==> src/rtl/fsm_ctrl_pkg.sv <==
// Shared types and constants for the timer initiator controller.
package fsm_ctrl_pkg;

  typedef enum logic [2:0] {IDLE, ARM, WAIT, ACK, FAULT} state_t;

  // A healthy timer drops READY on the 2nd ACK cycle, so the 3rd is a fault.
  localparam int ACK_LIMIT = 3;

  function automatic int count_width(input int repeats);
    return (repeats < 1) ? 1 : $clog2(repeats + 1);
  endfunction

endpackage

==> src/rtl/wd_counter.sv <==
// Watchdog cycle counter with synchronous clear and a terminal-count flag at LIMIT-1.
module wd_counter #(
  parameter int WIDTH = 10,
  parameter int LIMIT = 1024
) (
  input  logic             clk,
  input  logic             n_reset,
  input  logic             clear,
  input  logic             enable,
  output logic [WIDTH-1:0] value,
  output logic             terminal
);

  assign terminal = (value == WIDTH'(LIMIT - 1));

  // Holds at the terminal count rather than wrapping back to zero.
  always_ff @(posedge clk) begin
    if (!n_reset) begin
      value <= '0;
    end else if (clear) begin
      value <= '0;
    end else if (enable && !terminal) begin
      value <= value + WIDTH'(1);
    end
  end

endmodule

==> src/rtl/fsm_timer_ctrl.sv <==
// Initiator FSM that runs the attached timer REPEATS times per GO, with a watchdog for stuck timers.
module fsm_timer_ctrl
  import fsm_ctrl_pkg::*;
#(
  parameter int TIMER_N  = 256,
  parameter int REPEATS  = 4,
  parameter int WATCHDOG = 1024
) (
  input  logic                             clk,
  input  logic                             n_reset,
  input  logic                             go,
  input  logic                             abort,
  input  logic                             ready,
  output logic                             start,
  output logic                             reset,
  output logic                             busy,
  output logic                             done,
  output logic                             error,
  output logic [count_width(REPEATS)-1:0]  count
);

  localparam int CW  = count_width(REPEATS);
  localparam int WDW = $clog2(WATCHDOG);
  localparam bit CFG_OK = (WATCHDOG > TIMER_N) && (REPEATS >= 1) && (WATCHDOG >= ACK_LIMIT);

  state_t          state;
  state_t          state_next;
  logic            abort_pend;
  logic [CW-1:0]   count_inc;
  logic            last_run;
  logic [WDW-1:0]  wd_value;
  logic            wd_term;
  logic            wd_clear;
  logic            wd_enable;

  assign count_inc = count + CW'(1);
  assign last_run  = (count_inc == CW'(REPEATS));
  assign wd_clear  = (state_next != state);
  assign wd_enable = (state == WAIT) || (state == ACK);

  wd_counter #(
    .WIDTH (WDW),
    .LIMIT (WATCHDOG)
  ) u_wd (
    .clk      (clk),
    .n_reset  (n_reset),
    .clear    (wd_clear),
    .enable   (wd_enable),
    .value    (wd_value),
    .terminal (wd_term)
  );

  always_comb begin
    state_next = state;
    case (state)
      IDLE:    if (go) state_next = ready ? FAULT : ARM;
      ARM:     state_next = WAIT;
      WAIT: begin
        if (ready) state_next = ACK;
        else if (wd_term) state_next = FAULT;
      end
      ACK: begin
        if (!ready) state_next = (abort_pend || last_run) ? IDLE : ARM;
        else if (wd_value == WDW'(ACK_LIMIT - 1)) state_next = FAULT;
      end
      FAULT:   if (abort && !ready) state_next = IDLE;
      default: state_next = IDLE;
    endcase
  end

  always_ff @(posedge clk) begin
    if (!n_reset) state <= IDLE;
    else          state <= state_next;
  end

  // An abort only takes effect at the end of a run: the timer cannot be stopped mid-count.
  always_ff @(posedge clk) begin
    if (!n_reset) begin
      count      <= '0;
      abort_pend <= 1'b0;
      done       <= 1'b0;
    end else begin
      done <= (state == ACK) && !ready && !abort_pend && last_run;
      if ((state == IDLE) && go && !ready) begin
        count      <= '0;
        abort_pend <= 1'b0;
      end else begin
        if ((state == ACK) && !ready && (count != CW'(REPEATS))) count <= count_inc;
        if (abort && ((state == ARM) || (state == WAIT) || (state == ACK))) abort_pend <= 1'b1;
      end
    end
  end

  // Control outputs are decoded from the next state so they line up with the state register.
  always_ff @(posedge clk) begin
    if (!n_reset) begin
      start <= 1'b0;
      reset <= 1'b0;
      busy  <= 1'b0;
      error <= 1'b0;
    end else begin
      start <= (state_next == ARM);
      reset <= (state_next == ACK) || (state_next == FAULT);
      busy  <= (state_next != IDLE);
      error <= (state_next == FAULT);
    end
  end

  cfg_check: assert property (@(posedge clk) disable iff (!n_reset) CFG_OK);
  count_range: assert property (@(posedge clk) disable iff (!n_reset) count <= CW'(REPEATS));

endmodule

==> config.mk <==
export PLATFORM = sky130hd
export DESIGN_NAME = fsm_timer_ctrl
export DESIGN_NICKNAME = d
export VERILOG_FILES = /design/src/rtl/fsm_ctrl_pkg.sv /design/src/rtl/wd_counter.sv /design/src/rtl/fsm_timer_ctrl.sv
export SDC_FILE = /design/constraint.sdc
export NUM_CORES = 1
export LEC_CHECK = 0
export CORE_ASPECT_RATIO = 0.7
export CORE_MARGIN = 2
export CORE_UTILIZATION = 59
export DETAILED_ROUTE_END_ITERATION = 6
export HOLD_SLACK_MARGIN = 0.03
export PLACE_DENSITY = 0.93
export SYNTH_ARGS = -nofsm -noshare
export SYNTH_HDL_FRONTEND = slang
export SYNTH_SLANG_ARGS = --single-unit
==> constraint.sdc <==
create_clock -name clk -period 5.25 [get_ports clk]
set_input_delay 1.05 -clock clk [delete_from_list [all_inputs] [get_ports clk]]
set_output_delay 1.05 -clock clk [all_outputs]
set_load 0.1 [all_outputs]
== Word-level counts from Yosys, hierarchy flattened ==
Cells that the tools add are included.

* Output and inout bits: 8
* Register bits: 22
* Logic and storage cells: 54
* Input port bits: 5

* Reductions and logical operators: 21
* Equality and inequality tests: 12
* Add/subtract/negate cells: 2
* Mux-type cells: 9
* Bitwise logic cells: 1

{| class="wikitable"
|+ Operators with widths
! cell !! number
|-
| $mux 3 || 7
|-
| $pmux 3 s5 || 1
|-
| $add 10x1->10 const B || 1
|-
| $eq 10x10->1 const B || 1
|-
| $eq 10x2->1 const B || 1
|-
| $eq 3x2->1 const B || 3
|-
| $eq 3x3->1 const B || 3
|-
| $logic_and 1x1->1 || 9
|-
| $eq 3x1->1 const B || 2
|-
| $logic_or 1x1->1 || 5
|-
| $reduce_or 2->1 || 2
|-
| $add 3x1->3 const B || 1
|-
| $logic_not 1->1 || 3
|-
| $logic_not 3->1 || 1
|-
| $ne 3x3->1 || 1
|-
| $ne 3x3->1 const B || 1
|-
| $reduce_bool 3->1 || 1
|-
| $mux 1 || 1
|-
| $not 1->1 || 1
|}

== Longest topological paths before layout ==
Gate-level depths: netlist of run 1.

* Depth after elaboration: 8
* Gate-level depth with buffers: 7
* Gate-level depth less buffers: 7

== Hierarchy ==
Synthesis of run 1 repeated with hierarchy kept, for this count alone.

* Cells, all modules: 134
* Area, all modules: 1203.7 sq um

{| class="wikitable"
|+ Modules (own cells, without submodules)
! module !! cells an instance !! seq. area each (sq um) !! times used !! area each (sq um)
|-
| fsm_timer_ctrl || 74 || 240.2 || 1 || 660.6
|-
| wd_counter || 60 || 200.2 || 1 || 543.0
|}

== Worst setup path before layout of run 1 ==
OpenSTA, ideal clock, no wires.

* Kind: register to register
* Start: reg count[2]
* End: reg u_wd.value[2]
* Setup slack: 2.655 ns
* Path buffers: 0
* Library setup time: 0.104 ns
* Arrival time: 2.491 ns
* Stages on the path, launching flop included: 7
* Required time: 5.146 ns
* Cell sequence: dfxtp_1 -> inv_1 -> ha_1 -> or4_1 -> o211ai_1 -> o2111ai_2 -> a2111oi_2

* Cells in the longest elaborated chain, start to end: 8

{| class="wikitable"
|+ RTL lines
! element !! line !! text
|-
| from (decl) || fsm_timer_ctrl.sv:19 || <nowiki>output logic [count_width(REPEATS)-1:0] count</nowiki>
|-
| from (signal assigned) || fsm_timer_ctrl.sv:88 || <nowiki>if ((state == ACK) && !ready && (count != CW'(REPEATS))) count <= count_inc;</nowiki>
|-
| $add 3x1->3 || fsm_timer_ctrl.sv:36 || <nowiki>assign count_inc = count + CW'(1);</nowiki>
|-
| $eq 3x3->1 || fsm_timer_ctrl.sv:37 || <nowiki>assign last_run = (count_inc == CW'(REPEATS));</nowiki>
|-
| $logic_or 1x1->1 || fsm_timer_ctrl.sv:63 || <nowiki>if (!ready) state_next = (abort_pend || last_run) ? IDLE : ARM;</nowiki>
|-
| $mux 1 || fsm_timer_ctrl.sv:63 ||
|-
| $mux 3 || fsm_timer_ctrl.sv:63 ||
|-
| $pmux 3 s5 || fsm_timer_ctrl.sv:55 || <nowiki>case (state)</nowiki>
|-
| $ne 3x3->1 || fsm_timer_ctrl.sv:38 || <nowiki>assign wd_clear = (state_next != state);</nowiki>
|-
| $reduce_or 2->1 (no line) || n/a ||
|-
| to (signal assigned) || wd_counter.sv:23 || <nowiki>value <= value + WIDTH'(1);</nowiki>
|-
| to (decl) || wd_counter.sv:10 || <nowiki>output logic [WIDTH-1:0] value,</nowiki>
|}

No other way between the ends.
A chain may end at the register's enable or synchronous reset.

== Worst setup path after layout of run 1 ==
* Start: reg count[1]
* End: out count[1]

No word-level cell between the ends.

==> results.md, run 1 <==
- Result of the run: finished clean
- Synth Cell Area: 1220 um^2
- Remaining routing DRC violations: 0
- Post-synthesis async set-or-reset flop share: 0%
- Final setup viols: 0
- RSZ-0062 raised after global routing: no
- Fmax achieved: 343 MHz
- I/O Pins: 13
- Buffers added on ports: 12
- Fraction of the yosys area taken by sequential cells: 36.0%
- CTS H-Tree Depth: 1
- Post-layout net count: 163
- Top flop regs: u_wd.value: 10 flops, count: 3 flops, state: 3 flops
- Number of buffers added for setup after CTS: 0
- Number of hold buffers added after CTS: 0
- Type of the tightest min-delay check: flop to flop
- Fin Setup TNS: 0 ps
- Dpl hpwl: 2080 um
- Avg WL per Cell: 16.1 um
- Clock net sink count: 22
- CP top delay family: buffers and inverters
- Clock latency on the worst-skew pair: 310 ps
- Register with the most flip-flops: u_wd.value
- Number of synthesized flops with an enable pin: 0
- Top FF cell, synth: dfxtp_1
- Worst hold slack after final layout: 514 ps
- Max reg flops: 10
- Final GP Congestion: 0.932
- PD cells: 267 nW/um^2
- Starting density of the core: 64.2%
- Post-synthesis cell count: 141
- Clock tree from TritonCTS: yes
- Number of register bits inferred by synthesis: 22
- Worst-margin pin slew: 990 ps
- Most used standard cell by instance count after synthesis: dfxtp_1
- Fill cells: 133
- Internal power of the cells: 0.269 mW
- Post-synth cell types: 41
- Leakage: 0.520 nW
- CP max stage cell: clkdlybuf4s50_1
- Worst setup SP type: flop
- Relative max-transition margin: 33.8%
- Final hold violation count: 0
- Fin Clk Skew: 15.0 ps
- Max stage delay on crit path: 1170 ps
- Wire length reported by the detailed router: 2800 um
- Number of cells upsized or downsized after cts: 0
- Minimum period implied by the final worst setup slack: 2920 ps
- Number of buffers created by CTS: 3
- Via count: 1,093
- Total global-route track usage: 24.0%
- Switching power: 0.104 mW
- Fraction of final layout cells sized beyond drive strength 1: 8.55%
- Type of the worst setup path: flop to output port
- Period Utilization, post-route: 55.5%
- Proportion of netlist area held by the largest area contributor: 36.0%
- Iteration-0 DRC count of the detailed router: 39
- Clock transition time at the flip-flop clock pins of the worst setup and hold paths: 110 ps
- Arrival time of the worst setup path: 1870 ps
- Final standard cell utilization of the core: 73.6%
- Core Region: 1900 um^2
- Largest area contributor in the netlist: dfxtp_1
- Vias in the first global route: 1,024
- Reg2Reg Setup Slack: 2820 ps
- Sum of overflow across all layers after global routing: 0
- Proportion of total power due to net switching: 27.9%
- Synth Net Count: 151
- Power share of the clock group: 34.7%
- Cell types occupying the most area after synthesis: dfxtp_1 36%, xnor2_1 5.7%, nor3_1 5.3%
- Pin count of the biggest net entering global routing: 15
- Std cell rows: 13
- Category of the worst setup path capture point: output port
- Buf/Inv on CP: 1
- Worst voltage drop across the vdd grid: 0.265 mV
- Number of nets with antenna violations after routing: 0
- Number of iterations in the first detailed-routing pass: 4
- Area of the die: 2460 um^2
- Syn avg cell area: 8.67 um^2
- Max-cap violations: 0
- Initial antenna violation count: 0
- Relative contribution of combinational cells to total power: 17.4%
- Reg power frac: 47.8%
- Horizontal extent of the die: 58.4 um
- Root cell of the clock tree: clkbuf_4
- Y dimension of the die: 42.1 um
- CP max FO: 4
- Pins Over Slew Limit: 0
- Most instantiated cells after synthesis: 22 x dfxtp_1, 13 x nor2_1, 13 x nor3_1
- Cells traversed along the worst timing path: clkdlybuf4s50_1
- Clk buf depth: 2
- Number of antenna cells inserted: 0
- Number of vias per cell after detailed routing: 6.28
- Syn-to-layout area delta: 14.5%
- First-pass GRT wire length: 4570 um
- CP required: 4200 ps
- Yosys warns: 0
logic make-up (layout without fill, tap and decap cells):
kind of cell	Yosys count	in the layout	synth area share, %
buf+inv	12	23	3.99
xor+xnor	8	8	5.73
simple gates	65	65	29.7
flops	22	22	36.0
compound gates	26	26	16.7
mux	3	3	2.76
fa+ha+maj	5	5	5.12
power groups by stage:
stage	clock network [mW]	registers, mW	logic [mW]
after global placement	0	0.181	0.0622
final	0.130	0.179	0.0652
after floorplan	0	0.198	0.0326
after global routing	0.138	0.179	0.0690
after detailed placement	0	0.182	0.0643
after CTS	0.130	0.178	0.0647
path summary, 6_finish.rpt:
path | from | to | cells after the start
worst max-delay path | count[1] | count[1] | 1
worst min-delay path | count[2] | count[2] | 2
worst max register to register | state[1] | u_wd.value[0] | 5
worst min register to register | count[2] | count[2] | 2
layer usage:
| metal | vias up | wire length [um] | GRT usage (%) |
|---|---|---|---|
| li1 | 527 | - | - |
| met1 | 511 | 1220 | 31.2 |
| met5 | - | 0 | 0 |
| met2 | 49 | 1360 | 39.3 |
| met3 | 6 | 182 | 5.56 |
| met4 | 0 | 34 | 6.98 |
placed cells by master (no fill, tap or decap), types with 4 or more instances in the layout:
cell type,count
a21oi_1,4
clkdlybuf4s50_1,12
dfxtp_1,22
ha_1,5
inv_1,7
nand2_1,11
nand3_1,4
nor2_1,13
nor2b_1,4
nor3_1,13
o21ai_0,7
xnor2_1,8
cell type report:
class / count / area [um^2] / share of cell area [%]
Multi-Input combinational cell: 107 / 733 / 52.4
Clock inverter: 1 / 30.0 / 2.14
Tap cell: 22 / 27.5 / 1.97
Sequential cell: 22 / 440 / 31.5
Clock buffer: 3 / 22.5 / 1.61
Inverter: 7 / 26.3 / 1.88
Timing Repair Buffer: 12 / 120 / 8.58
worst reg2reg max path, delay by kind of cell (launching register included):
family,cells,cell delay (ps)
AND/OR/NAND/NOR,3,760
flip-flops,1,540
AO/OA/AOI/OAI,1,400
multiplexers,1,590
stage by stage:
stage / area (um^2) / setup WS, ps / power, mW / cells
after floorplan: 1220 / 2660 / 0.231 / 141
after global placement: 1350 / 2160 / 0.244 / 170
after detailed placement: 1350 / 2010 / 0.246 / 170
after CTS: 1400 / 2330 / 0.373 / 174
after global routing: 1400 / 2210 / 0.386 / 174
final: 1400 / 2330 / 0.374 / 174
Note: power is estimated with default switching activity, not from simulation.
==> run 2: changes to the inputs <==
- CORE_UTILIZATION: 59 -> 55
- PLACE_DENSITY: 0.93 -> 0.88
- clock period: 5.25 -> 2.7 ns (I/O delays scaled with it)
==> run 2 against run 1 <==
Effect of this change:
- critical path depth grew 4
- total power increased by 78%
- sequential share of layout area barely moved
- core utilization down 7.6 points
- critical path type is now input pin to flop
- largest cell class unchanged
==> results.md, run 2 (synthesis gave the netlist of run 1 again) <==
- Result of the run: finished clean
- Reg2Reg Setup Slack: 460 ps (-2360 ps)
- Buffers added on ports: 12 (unchanged)
- Max-cap violations: 0 (unchanged)
- Proportion of total power due to net switching: 30.6% (+2.7 points)
- Std cell rows: 14 (+1)
- Arrival time of the worst setup path: 2500 ps (+630 ps)
- Number of buffers added for setup after CTS: 0 (unchanged)
- Fin Clk Skew: 3.57 ps (-11.5 ps)
- Final hold violation count: 0 (unchanged)
- Switching power: 0.203 mW (+95%)
- Worst setup SP type: input pin
- Horizontal extent of the die: 60.4 um (+3.3%)
- Initial antenna violation count: 0 (unchanged)
- Worst-margin pin slew: 561 ps (-429 ps)
- Internal power of the cells: 0.460 mW (+71%)
- Fmax achieved: 439 MHz
- Max stage delay on crit path: 580 ps (-590 ps)
- Number of cells upsized or downsized after cts: 0 (unchanged)
- Total global-route track usage: 23.5% (-0.52 points)
- Area of the die: 2620 um^2 (+6.7%)
- Category of the worst setup path capture point: flop
- Clock tree from TritonCTS: yes
- Final setup viols: 0 (unchanged)
- Clk buf depth: 2 (unchanged)
- Number of stages on the worst hold path: 1 (-1)
- Leakage: 0.543 nW (+4.3%)
- CP max stage cell: or4_1
- Avg WL per Cell: 14.4 um (-11%)
- First-pass GRT wire length: 4520 um (-1.1%)
- Fin Setup TNS: 0 ps (unchanged)
- Clock latency on the worst-skew pair: 320 ps (about the same)
- End of the worst register-to-register path: u_wd.value[2]
- Origin of the critical flop-to-flop path: state[1]
- Crit. path cell count: 5 (+4)
- Final GP Congestion: 0.893 (-4.2%)
- Buf/Inv on CP: 1 (unchanged)
- Reg power frac: 52.2% (+4.4 points)
- Cells traversed along the worst timing path: clkdlybuf4s50_1 > or4_1 > o211ai_1 > o2111ai_2 > a2111oi_2
- Y dimension of the die: 43.4 um (+3.2%)
- Starting density of the core: 57.7% (-6.6 points)
- Most used cells in the layout excluding fill and tap cells: 22 x dfxtp_1, 13 x nor3_1, 13 x nor2_1, 11 x nand2_1, 11 x buf_4
- Iteration-0 DRC count of the detailed router: 63 (+62%)
- Type of the tightest min-delay check: flop to flop
- Fill cells: 181 (+36%)
- Sequential cell area: 440 um^2 (unchanged)
- Hold EP: done
- Worst voltage drop across the vdd grid: 0.241 mV (-9.1%)
- Relative max-transition margin: 62.3% (+29 points)
- CP max FO: 9 (+5)
- Leading cell type in the layout, fill and taps excluded: dfxtp_1
- Sum of overflow across all layers after global routing: 0 (unchanged)
- Power share of the clock group: 27.7% (-7.0 points)
- Fraction of final layout cells sized beyond drive strength 1: 15.5% (+6.9 points)
- Worst Min Path Start: abort_pend
- Number of iterations in the first detailed-routing pass: 4 (unchanged)
- Number of vias per cell after detailed routing: 5.91 (-5.8%)
- Period Utilization, post-route: 84.4%
- Worst hold slack after final layout: 518 ps (+4.51 ps)
- Overall power: 0.663 mW (+78%)
- Register with the most flip-flops: u_wd.value
- Type of the worst setup path: input pin to flop
- Number of cell instances on the worst register-to-register path: 6 (+1)
- PD cells: 474 nW/um^2 (+78%)
- Pins Over Slew Limit: 0 (unchanged)
- Pin count of the biggest net entering global routing: 15 (unchanged)
- I/O Pins: 13 (unchanged)
- Multi-input gate area in the final layout: 733 um^2 (unchanged)
- Minimum period implied by the final worst setup slack: 2280 ps
- Max reg flops: 10 (unchanged)
- CTS H-Tree Depth: 1 (unchanged)
- CP top delay family: compound AO/OA/AOI/OAI gates
- Via count: 1,106 (+1.2%)
- Post-layout net count: 166 (+1.8%)
- Wire length reported by the detailed router: 2690 um (-4.0%)
- Number of buffers created by CTS: 3 (unchanged)
- Worst setup slack after layout: 420 ps (-1910 ps)
- Root cell of the clock tree: clkbuf_4
- RSZ-0062 raised after global routing: no
- Dpl ws: 141 ps (-1870 ps)
- Top flop regs: u_wd.value: 10 flops, count: 3 flops, state: 3 flops
- Number of hold buffers added after CTS: 0 (unchanged)
- Remaining routing DRC violations: 0 (unchanged)
- CP required: 2920 ps (-1280 ps)
- Clock transition time at the flip-flop clock pins of the worst setup and hold paths: 120 ps (about the same)
- Number of nets with antenna violations after routing: 0 (unchanged)
- Clock net sink count: 22 (unchanged)
- Syn-to-layout area delta: 14.4% (about the same)
- Number of antenna cells inserted: 0 (unchanged)
- Relative contribution of combinational cells to total power: 20.0% (+2.6 points)
- Core Region: 2120 um^2 (+11%)
- Vias in the first global route: 1,011 (-1.3%)
- Dpl hpwl: 1990 um (-4.6%)
[run 2: cell count changes in the layout (fill, tap and decap cells not counted)]
cell	delta
buf_4	+11
clkdlybuf4s50_1	-8
bufinv_16	-1
clkbuf_8	+1
[run 2: final cells by class]
cell class / count / area share [%]
Inverter: 7 / 1.88
Tap cell: 32 / 2.86
Sequential cell: 22 / 31.5
Clock buffer: 4 / 2.59
Multi-Input combinational cell: 107 / 52.4
Timing Repair Buffer: 15 / 8.77
[run 2: how the worst max path moves through the flow]
| stage | slack [ps] | startpoint | endpoint |
|---|---|---|---|
| 6_report | 420 | ready | u_wd.value[2] |
| 5_1_grt | 310 | ready | u_wd.value[3] |
| 4_1_cts | 440 | ready | u_wd.value[2] |
| 3_5_place_dp | 140 | ready | u_wd.value[2] |
| 3_3_place_gp | 240 | ready | u_wd.value[2] |
| 2_1_floorplan | 110 | count[2] | u_wd.value[2] |
[run 2: power by group through the flow]
stage                     Clock (mW)  Combinational [mW]  Sequential (mW)
after floorplan                    0              0.0633            0.385
after global placement             0               0.127            0.353
after detailed placement           0               0.130            0.353
after CTS                      0.187               0.131            0.346
after global routing           0.200               0.142            0.348
final                          0.184               0.133            0.347
[run 2: per-layer routing]
layer | track usage (%) | up-vias | wire (um)
met2 | 35.0 | 46 | 1230
met5 | 0 | - | 0
met1 | 32.1 | 521 | 1230
met4 | 8.89 | 0 | 37
met3 | 6.87 | 5 | 181
li1 | - | 534 | -
[run 2: per-stage QoR]
stage	area [um^2]	utilization, %	std cells
floorplan	1220	-	141
global placement	1360	64.3	183
detailed placement	1360	64.3	183
CTS	1400	66.0	187
global route	1400	66.0	187
finish	1400	66.0	187
==> run 3: changes to the inputs <==
- clock period: 2.7 -> 2.37 ns (I/O delays scaled with it)
==> run 3 against run 2 <==
Effect of this change:
- clock-buffer cell count is 1 lower
- total power is 27% higher
- global-route usage is 0.42 points lower
- register-to-register slack worse by 170 ps
- clock skew is 0.87 ps higher
- core utilization is 2.7 points higher
- critical endpoint is now u_wd.value[7]
==> results.md, run 3 (synthesis gave the netlist of run 1 again) <==
- Result of the run: finished clean
- Hold EP: done
- Area of the die: 2620 um^2 (unchanged)
- Syn-to-layout area delta: 19.1%
- Switching power: 0.232 mW (+14%)
- Final setup viols: 0 (unchanged)
- Pin count of the biggest net entering global routing: 15 (unchanged)
- Number of nets with antenna violations after routing: 0 (unchanged)
- Iteration-0 DRC count of the detailed router: 90 (+43%)
- Number of buffers added for setup after CTS: 0 (unchanged)
- Fin cells: 192 (+2.7%)
- Sum of overflow across all layers after global routing: 0 (unchanged)
- Type of the worst setup path: flop to flop
- Number of stages on the worst hold path: 1 (unchanged)
- Max stage delay on crit path: 490 ps (-90 ps)
- Fill cells: 160 (-12%)
- Buffers added on ports: 12 (unchanged)
- Via count: 1,129 (+2.1%)
- Fraction of final layout cells sized beyond drive strength 1: 20.0% (+4.5 points)
- Y dimension of the die: 43.4 um (unchanged)
- Leading cell type in the layout, fill and taps excluded: dfxtp_1
- Core Region: 2120 um^2 (unchanged)
- Horizontal extent of the die: 60.4 um (unchanged)
- Worst voltage drop across the vdd grid: 0.558 mV (+130%)
- Fin Setup TNS: 0 ps (unchanged)
- Period Utilization, post-route: 87.9%
- End of the worst register-to-register path: u_wd.value[7]
- Register with the most flip-flops: u_wd.value
- Category of the worst setup path capture point: flop
- CTS H-Tree Depth: 1 (unchanged)
- Worst setup SP type: flop
- Power share of the clock group: 34.0% (+6.3 points)
- Max reg flops: 10 (unchanged)
- Relative contribution of combinational cells to total power: 19.7% (-0.3 points)
- CP required: 2610 ps (-310 ps)
- Max-cap violations: 0 (unchanged)
- Relative max-transition margin: 62.3% (about the same)
- Clk buf depth: 2 (unchanged)
- I/O Pins: 13 (unchanged)
- Fin Clk Skew: 4.44 ps (+0.872 ps)
- RSZ-0062 raised after global routing: no
- Internal power of the cells: 0.612 mW (+33%)
- Vias in the first global route: 968 (-4.3%)
- Worst-margin pin slew: 561 ps (+0.182 ps)
- Remaining routing DRC violations: 0 (unchanged)
- CP top delay family: simple AND/OR/NAND/NOR gates
- Proportion of total power due to net switching: 27.5% (-3.2 points)
- Number of cell instances on the worst register-to-register path: 7 (+1)
- Reg2Reg Setup Slack: 290 ps (-170 ps)
- Number of iterations in the first detailed-routing pass: 5 (+1)
- Root cell of the clock tree: clkbuf_4
- Clock transition time at the flip-flop clock pins of the worst setup and hold paths: 120 ps (about the same)
- Dpl hpwl: 1990 um (+0.35%)
- Clock tree from TritonCTS: yes
- Total global-route track usage: 23.0% (-0.42 points)
- Leakage: 0.577 nW (+6.2%)
- Std cell rows: 14 (unchanged)
- Clock net sink count: 22 (unchanged)
- Minimum period implied by the final worst setup slack: 2080 ps
- First-pass GRT wire length: 4520 um (unchanged)
- CP max stage cell: or4_1
- Number of hold buffers added after CTS: 0 (unchanged)
- Buf/Inv on CP: 1 (unchanged)
- Number of antenna cells inserted: 0 (unchanged)
- Arrival time of the worst setup path: 2330 ps (-170 ps)
- Most used cells in the layout excluding fill and tap cells: 19 x dfxtp_1, 16 x buf_4, 13 x nor3_1, 13 x nor2_1, 11 x nand2_1
- CP max FO: 4 (-5)
- Reg power frac: 46.3% (-5.9 points)
- Pins Over Slew Limit: 0 (unchanged)
- PD cells: 580 nW/um^2 (+22%)
- Origin of the critical flop-to-flop path: count[0]
- Number of vias per cell after detailed routing: 5.88 (-0.58%)
- Post-placement cell count: 188 (+2.7%)
- Avg WL per Cell: 13.9 um (-3.1%)
- Number of cells upsized or downsized after cts: 0 (unchanged)
- Clock latency on the worst-skew pair: 320 ps (about the same)
- Number of buffers created by CTS: 3 (unchanged)
- Post-layout net count: 171 (+3.0%)
- Worst Min Path Start: abort_pend
- Starting density of the core: 57.7% (unchanged)
- Top flop regs: u_wd.value: 10 flops, count: 3 flops, state: 3 flops
- Type of the tightest min-delay check: flop to flop
- Most repeated library cell on the critical path: ha_1
- Initial antenna violation count: 0 (unchanged)
- Cells traversed along the worst timing path: ha_1 > ha_1 > or4_1 > o211ai_1 > o2111ai_2 > buf_4 > nor3_1
- Wire length reported by the detailed router: 2670 um (-0.48%)
- Worst hold slack after final layout: 517 ps (-1.54 ps)
- Fmax achieved: 480 MHz
- Final GP Congestion: 0.863 (-3.3%)
- Final hold violation count: 0 (unchanged)
-- run 3: per-layer routing --
metal | track usage, % | up-vias | wire [um]
met2 | 33.0 | 53 | 1140
met1 | 34.0 | 516 | 1250
li1 | - | 547 | -
met5 | 0 | - | 0
met3 | 5.67 | 13 | 203
met4 | 7.11 | 0 | 79
-- run 3: power by group through the flow --
stage | Sequential [mW] | Clock, mW | Combinational (mW)
6_report | 0.391 | 0.287 | 0.166
5_1_grt | 0.392 | 0.303 | 0.178
4_1_cts | 0.390 | 0.294 | 0.165
3_5_place_dp | 0.398 | 0 | 0.164
3_3_place_gp | 0.399 | 0 | 0.162
2_1_floorplan | 0.439 | 0 | 0.0721
-- run 3: worst max-delay path by stage --
stage	to	start	slack, ps	cells past startpoint
2_1_floorplan	u_wd.value[2]	count[2]	110	6
3_3_place_gp	u_wd.value[1]	ready	20	8
3_5_place_dp	u_wd.value[1]	ready	40	8
4_1_cts	u_wd.value[7]	count[0]	320	7
5_1_grt	u_wd.value[1]	u_wd.value[4]	230	6
6_report	u_wd.value[7]	count[0]	290	7
-- run 3: cell type report --
cell class              count  area (um^2)  share of cell area [%]
clock inverters             1         30.0                    2.06
well taps                  32         40.0                    2.75
clock buffers               3         22.5                    1.55
multi-input cells         107          733                    50.3
inverters                   7         26.3                    1.80
flip-flops and latches     22          444                    30.5
repair buffers             20          160                    11.0
-- run 3: worst register-to-register path: stages, from the launching register on --
cell       delay (ps)
dfxtp_2           350
ha_1              200
ha_1              210
or4_1             490
o211ai_1          130
o2111ai_2         230
buf_4             210
nor3_1            200
-- run 3: stage by stage --
| stage | instance area, um^2 | util (%) | power, mW | setup slack (ps) |
|---|---|---|---|---|
| after CTS | 1460 | 68.7 | 0.850 | 324 |
| after global routing | 1460 | 68.7 | 0.873 | 225 |
| after detailed placement | 1400 | 66.2 | 0.562 | 38.5 |
| after global placement | 1400 | 66.2 | 0.561 | 22.6 |
| final | 1460 | 68.7 | 0.844 | 287 |
| after floorplan | 1230 | - | 0.511 | 108 |
